`config.mk`:
```
export PLATFORM = sky130hd
export DESIGN_NAME = pipe_stage_skid
export DESIGN_NICKNAME = d
export VERILOG_FILES = /design/src/rtl/pipe_stage_skid.sv
export SDC_FILE = /design/constraint.sdc
export NUM_CORES = 1
export LEC_CHECK = 0
export CAP_MARGIN = 15
export CORE_ASPECT_RATIO = 0.75
export CORE_MARGIN = 4
export CORE_UTILIZATION = 25
export DETAILED_ROUTE_END_ITERATION = 16
export DONT_BUFFER_PORTS = 1
export PLACE_DENSITY_LB_ADDON = 0.08
export SLEW_MARGIN = 30
export SYNTH_ARGS = -nofsm -noshare
export SYNTH_HDL_FRONTEND = slang
export SYNTH_SLANG_ARGS = --single-unit
```
`constraint.sdc`:
```
create_clock -name i_clk -period 5.1 [get_ports i_clk]
set_input_delay 1.275 -clock i_clk [delete_from_list [all_inputs] [get_ports i_clk]]
set_output_delay 1.275 -clock i_clk [all_outputs]
set_load 0.02 [all_outputs]
```
`src/rtl/pipe_stage_skid.sv`:
```
// Inter-stage pipeline register with valid/ready handshake, 2-entry skid buffer,
// flush-to-bubble and saturating transfer/stall counters.
module pipe_stage_skid #(
    parameter int unsigned        DATA_W      = 200,
    parameter logic [DATA_W-1:0]  BUBBLE_DATA = '0,
    parameter int unsigned        CNT_W       = 16
) (
    input  logic              i_clk,
    input  logic              i_reset,
    input  logic              i_flush,
    input  logic              i_valid,
    output logic              o_ready,
    input  logic [DATA_W-1:0] i_data,
    output logic              o_valid,
    input  logic              i_ready,
    output logic [DATA_W-1:0] o_data,
    output logic [1:0]        o_occupancy,
    output logic [CNT_W-1:0]  o_xfer_cnt,
    output logic [CNT_W-1:0]  o_stall_cnt
);

    typedef enum logic [1:0] {
        ST_EMPTY = 2'd0,
        ST_BUSY  = 2'd1,
        ST_FULL  = 2'd2
    } state_t;

    state_t            state_r;
    state_t            state_nxt_s;
    logic [DATA_W-1:0] main_r;
    logic [DATA_W-1:0] main_nxt_s;
    logic [DATA_W-1:0] skid_r;
    logic [DATA_W-1:0] skid_nxt_s;
    logic              valid_r;
    logic              valid_nxt_s;
    logic              ready_r;
    logic              ready_nxt_s;
    logic [1:0]        occ_r;
    logic [1:0]        occ_nxt_s;
    logic [CNT_W-1:0]  xfer_r;
    logic [CNT_W-1:0]  xfer_nxt_s;
    logic [CNT_W-1:0]  stall_r;
    logic [CNT_W-1:0]  stall_nxt_s;
    logic              in_fire_s;
    logic              out_fire_s;
    logic              stall_s;

    // Counter increment that sticks at all-ones instead of wrapping.
    function automatic logic [CNT_W-1:0] sat_inc(input logic [CNT_W-1:0] value);
        logic [CNT_W-1:0] result;
        if (value == {CNT_W{1'b1}}) begin
            result = value;
        end else begin
            result = value + {{(CNT_W-1){1'b0}}, 1'b1};
        end
        return result;
    endfunction

    // o_ready is a registered flag, so in_fire never depends combinationally on i_ready.
    assign in_fire_s  = i_valid & ready_r;
    assign out_fire_s = valid_r & i_ready;
    assign stall_s    = valid_r & ~i_ready;

    // Next-state and storage selection; flush squashes everything back to a bubble.
    always_comb begin
        state_nxt_s = state_r;
        main_nxt_s  = main_r;
        skid_nxt_s  = skid_r;
        if (i_flush) begin
            state_nxt_s = ST_EMPTY;
            main_nxt_s  = BUBBLE_DATA;
            skid_nxt_s  = BUBBLE_DATA;
        end else begin
            case (state_r)
                ST_EMPTY: begin
                    if (in_fire_s) begin
                        state_nxt_s = ST_BUSY;
                        main_nxt_s  = i_data;
                    end else begin
                        state_nxt_s = ST_EMPTY;
                    end
                end
                ST_BUSY: begin
                    if (in_fire_s && out_fire_s) begin
                        state_nxt_s = ST_BUSY;
                        main_nxt_s  = i_data;
                    end else if (in_fire_s) begin
                        state_nxt_s = ST_FULL;
                        skid_nxt_s  = i_data;
                    end else if (out_fire_s) begin
                        state_nxt_s = ST_EMPTY;
                        main_nxt_s  = BUBBLE_DATA;
                    end else begin
                        state_nxt_s = ST_BUSY;
                    end
                end
                ST_FULL: begin
                    // o_ready is low here, so only the drain path can move the state.
                    if (out_fire_s) begin
                        state_nxt_s = ST_BUSY;
                        main_nxt_s  = skid_r;
                    end else begin
                        state_nxt_s = ST_FULL;
                    end
                end
                default: begin
                    state_nxt_s = ST_EMPTY;
                    main_nxt_s  = BUBBLE_DATA;
                    skid_nxt_s  = BUBBLE_DATA;
                end
            endcase
        end
    end

    // Handshake flags and occupancy decoded from the next state so they can be registered.
    always_comb begin
        valid_nxt_s = 1'b0;
        ready_nxt_s = 1'b1;
        occ_nxt_s   = 2'd0;
        case (state_nxt_s)
            ST_EMPTY: begin
                valid_nxt_s = 1'b0;
                ready_nxt_s = 1'b1;
                occ_nxt_s   = 2'd0;
            end
            ST_BUSY: begin
                valid_nxt_s = 1'b1;
                ready_nxt_s = 1'b1;
                occ_nxt_s   = 2'd1;
            end
            ST_FULL: begin
                valid_nxt_s = 1'b1;
                ready_nxt_s = 1'b0;
                occ_nxt_s   = 2'd2;
            end
            default: begin
                valid_nxt_s = 1'b0;
                ready_nxt_s = 1'b1;
                occ_nxt_s   = 2'd0;
            end
        endcase
    end

    // Performance counters keep running through a flush; an out_fire on the flush cycle still counts.
    always_comb begin
        xfer_nxt_s  = xfer_r;
        stall_nxt_s = stall_r;
        if (out_fire_s) begin
            xfer_nxt_s = sat_inc(xfer_r);
        end else begin
            xfer_nxt_s = xfer_r;
        end
        if (stall_s) begin
            stall_nxt_s = sat_inc(stall_r);
        end else begin
            stall_nxt_s = stall_r;
        end
    end

    // State, storage, flags and counters; reset has priority over flush and handshake.
    always_ff @(posedge i_clk) begin
        if (i_reset) begin
            state_r <= ST_EMPTY;
            main_r  <= BUBBLE_DATA;
            skid_r  <= BUBBLE_DATA;
            valid_r <= 1'b0;
            ready_r <= 1'b1;
            occ_r   <= 2'd0;
            xfer_r  <= {CNT_W{1'b0}};
            stall_r <= {CNT_W{1'b0}};
        end else begin
            state_r <= state_nxt_s;
            main_r  <= main_nxt_s;
            skid_r  <= skid_nxt_s;
            valid_r <= valid_nxt_s;
            ready_r <= ready_nxt_s;
            occ_r   <= occ_nxt_s;
            xfer_r  <= xfer_nxt_s;
            stall_r <= stall_nxt_s;
        end
    end

    // main_r holds BUBBLE_DATA whenever the stage is empty, so it drives o_data directly.
    assign o_data      = main_r;
    assign o_valid     = valid_r;
    assign o_ready     = ready_r;
    assign o_occupancy = occ_r;
    assign o_xfer_cnt  = xfer_r;
    assign o_stall_cnt = stall_r;

endmodule

```
Word-level counts from Yosys, hierarchy flattened
Index checks and enable logic that the tools add are counted.

Register bits: 438. Bits in latches: 0. RAM bits: 0. Memory bits (read-only): 0. Logic and storage cells: 56. Memories kept: 0.

$add $sub $neg: 2. Multiply operators: 0. Div/mod/pow operators: 0. Order comparisons: 0. Eq/ne operators: 12. Shifts and indexed selects: 0. Mux-type cells: 18. Bitwise logic cells: 7. Reductions and logical operators: 9.

Operators by type and width (number): 200-bit 2-to-1 mux (6); 200-bit case mux with 3 select lines (1); 200-bit case mux with 2 select lines (1); 16-bit by 1-bit adder with 16-bit output, second input constant (2); 16-bit equality test, second input constant (2); 2-bit 2-to-1 mux (4); 2-bit != test, second input constant (4); 3-bit != test, second input constant (2); 2-bit case mux with 3 select lines (1); 2-bit OR reduction (3); 2-bit by 1-bit equality test with 1-bit output, second input constant (2); 2-bit equality test, second input constant (2); 1-bit 2-to-1 mux (4); 1-bit inverter (4); 2-bit case mux with 2 select lines (1); 2-bit AND reduction (2); 4-bit AND reduction (1); 1-bit AND (3); 3-bit AND reduction (1); 2-bit logical NOT (1); 1-bit logical AND (1).

Longest topological paths before layout
Word-level depth: 9. Mapped depth: 7.

Least setup slack after synthesis
OpenSTA, ideal clock, no wires.

Path kind: input to register. Start point: in i_ready. End point: reg stall_r[14], in the netlist o_stall_cnt[14]. Library setup time: 116 ps. Data arrival time: 2435 ps. Required time: 4984 ps. Path slack: 2548 ps. Stages: 4. Path through: nand4b_1 a2111oi_0 a21oi_1 a31o_2.

Longest elaborated chain between the ends: 3.

RTL lines: from (decl) (RTL line 15) `input logic i_ready,`; 1-bit inverter (RTL line 62) `assign stall_s = valid_r & ~i_ready;`; 1-bit AND (RTL line 62); 2-bit AND reduction (no source line); to (signal assigned) (RTL line 170) `stall_r <= {CNT_W{1'b0}};`; to (signal assigned) (RTL line 179) `stall_r <= stall_nxt_s;`; to (decl) (RTL line 42) `logic [CNT_W-1:0] stall_r;`.

Every way passes these cells. A chain may end at the register's enable or synchronous reset.

Worst setup path after layout
Start point: in i_ready. End point: reg main_r[115], in the netlist o_data[115].

Longest elaborated chain between the ends: 4. Elaborated cells on any way between the ends: 8. Classes of those cells: eq/ne: 3; mux: 2; bitwise: 1; reduce/logical: 2.

RTL lines: 1-bit AND (*) (RTL line 61) `assign out_fire_s = valid_r & i_ready;`; 1-bit logical AND (RTL line 84) `if (in_fire_s && out_fire_s) begin`; 3-bit != test (no source line) / 200-bit 2-to-1 mux (equally long branches); 4-bit AND reduction (no source line) / 200-bit case mux with 3 select lines (equally long branches); to (signal assigned) (RTL line 173) `main_r <= main_nxt_s;`; to (decl) (RTL line 30) `logic [DATA_W-1:0] main_r;`.

Mark *: on every way between the ends. The rest lies on a longest branch, timed or not.

==> out/qor.yml <==
outcome:
  status: "completed"
critical_path:
  r2r_start: "o_valid"
  cp-end-kind: "flip-flop"
  cp.arrival_ns: 3.35
  rr_worst_depth: 7
  cp-start-kind: "input port"
  r2r_slack_ns: 2.32
  worstSetupPathType: "input port to flip-flop"
  crit_path_max_fanout: 44
  r2r_end: "skid_r[92]"
  cp.required_ns: 5.61
power:
  pwr_density_cell_mw_per_mm2: 409
  power.total_mw: 7.71
  power_leakage_nw: 6.02
  peakVddDrop_v: 0.000190
yosys:
  synthArstFlopShare_pct: 0
  synth.distinct_cells: 49
  synth_flop_cell: "dfxtp_1"
  syn_inst: 1806
  yosysTopAreaCellShare_pct: 54.3
  ys_seq_elements: 438
  netlist_area_sq_mm: 0.0162
  synth_top_area_cell: "dfxtp_1"
  netlist_top_cells_count: "dfxtp_1 (438), a21oi_1 (225), nand2_1 (214), nor2_1 (214), o21ai_0 (208)"
  synth-warning-count: 0
  syn_nets: 2016
  synth.most_common_cell: "dfxtp_1"
  synth_edf_count: 0
  seq_area_frac_synth_pct: 54.3
  synth.top_cells.by_area: "dfxtp_1 (54%), a222oi_1 (12%), a21oi_1 (7.0%), o21ai_0 (6.4%), nand2_1 (5.0%)"
  synth.avg_cell_area_sq_um: 8.95
place:
  post_dp_cell_area_sq_mm: 0.0172
  placed_cells: 2521
  dp_slack_ns: 1.61
  gp_congestion: 0.749
  io_buffer_count: 0
  place.detailed.hpwl_mm: 37.3
routing:
  ant_nets: 0
  drc: 0
  avgViaCountPerCell: 5.43
  via_count: 14177
  drt_wl_total_mm: 60.7
  drt-initial-drc-count: 1701
  wire_per_inst_microns: 23.3
  drtPass1Iterations: 9
final_layout:
  multiInputGateArea_sq_mm: 0.00671
  final_util_pct: 29.6
  regArea_sq_mm: 0.00877
  final_cells: 2610
  area_growth_pct: 16.6
  antenna_cells: 0
  fin_area_sq_mm: 0.0188
  drive_gt1_share_pct: 7.72
  final_nets: 1921
  fillers: 6659
clocking:
  cts.path.max_buffers: 3
  numCtsBuffers: 49
  clockRootBuffer: "clkbuf_16"
  htreeDepth: 2
  post-cts-setup-buffers: 0
  insertion_delay_ns: 0.57
  clk_pin_slew_ns: 0.06
  holdBufCountCts: 0
  cts_resized: 0
  cts_tree: "yes"
  cts.sinks: 438
global_route:
  grt_pass1_vias: 13557
  track_usage_pct: 16.7
  antenna_found_initial: 0
  grt_overflow: 0
  grt_pass1_wl_mm: 91.1
  grt_max_degree: 171
sta:
  fmax_mhz: 352
  fin_crit_sh_pct: 55.7
  holdWs_ns: 0.475
  worst_slack_ns: 2.26
  period_needed_ns: 2.84
  clock_skew_ns: 0.00988
  finalSetupViolations: 0
  worst_slew_pin_slew_ns: 1.14
  report.final.slew_viol_count: 0
  rsz0062_at_grt: "false"
  hold_viol_final: 0
  slew_headroom_pct: 24.2
  setup_tns_ns: 0
floorplanning:
  ios: 441
  start_util_pct: 25.3
  die_x_microns: 302
  die_y_microns: 228
  placementRows: 80
  die-area_sq_mm: 0.0688
  core_area_sq_mm: 0.0638
min_path:
  hold_class: "flip-flop to flip-flop"
  holdPathStages: 2
  min_from: "skid_r[100]"
  whs_endpoint: "skid_r[100]"
flow_run:
  maxCapViolCount: 0
layout make-up:
| type | instances | share of cell area (%) |
|---|---|---|
| timing repair buffer | 41 | 3.33 |
| inverter | 6 | 0.133 |
| clock inverter | 8 | 0.498 |
| clock buffer | 81 | 8.17 |
| sequential | 438 | 46.5 |
| multi-input combinational | 1175 | 35.6 |
| tap | 861 | 5.72 |
how the worst max path moves through the flow:
stage	to	start	cells past startpoint	slack (ns)
6_report	o_data[115]	i_ready	5	2.26
5_1_grt	skid_r[52]	o_valid	7	2.01
4_1_cts	skid_r[92]	o_valid	7	2.23
3_5_place_dp	skid_r[73]	i_ready	7	1.61
3_3_place_gp	skid_r[71]	i_ready	5	1.39
2_1_floorplan	o_stall_cnt[14]	i_ready	4	2.55
report_power, final:
group          leakage (nW)  switching, mW  internal (mW)
Sequential             3.55          0.130           3.49
Combinational          1.67          0.340          0.150
Clock                 0.806           1.45           2.15
flip-flops by register name (all words and copies together) (netlist names):
name and count:
o_data 200, skid_r 200, o_stall_cnt 16, o_xfer_cnt 16, o_occupancy 2, state_r 2, o_ready 1, o_valid 1
critical path, stage by stage:
cell	delay [ns]
nand2_1	0.62
a22o_4	0.70
buf_4	0.46
a222oi_1	0.14
nor2_1	0.12
metal layers:
layer / global-route usage (%) / routed length (microns) / vias to the layer above / share of wire, %
met5: 0 / 0 / - / 0
met4: 4.34 / 1410 / 0 / 2.3
met3: 7.30 / 7030 / 88 / 12
met2: 26.0 / 27300 / 522 / 45
met1: 21.3 / 25000 / 7022 / 41
li1: - / - / 6545 / -
kinds of logic after synthesis:
| group | after synthesis | synth area share [%] |
|---|---|---|
| xor gates and xnor gates | 5 | 0.271 |
| and+or+nand+nor | 503 | 13.3 |
| DFF | 438 | 54.3 |
| AOI/OAI and AO/OA | 658 | 27.0 |
| buffers and inverters | 193 | 4.55 |
| muxes | 4 | 0.263 |
| adders and majority gates | 5 | 0.387 |
cell usage in the layout (no fill, tap or decap), types with 2 or more instances in the layout:
master and count:
nand2b_1 4, nand2_1 214, clkbuf_8 15, xor2_1 4, buf_4 15, a21oi_1 225, o21ai_0 208, clkinv_2 5
clkbuf_1 15, nand4_1 9, nand3_1 8, inv_1 5, nor2_4 2, nor4_1 2, or2_2 2, bufinv_16 2
nand4b_1 2, mux2i_1 2, or3_1 7, nand4_2 2, nor2_1 212, or4_1 14, ha_1 5, nor3_1 2
a222oi_1 200, o31ai_1 15, dfxtp_1 438, clkbuf_16 51, and4_1 5, nor2b_1 6, buf_12 23, mux2_2 2
Power figures use the tool's default switching activity.
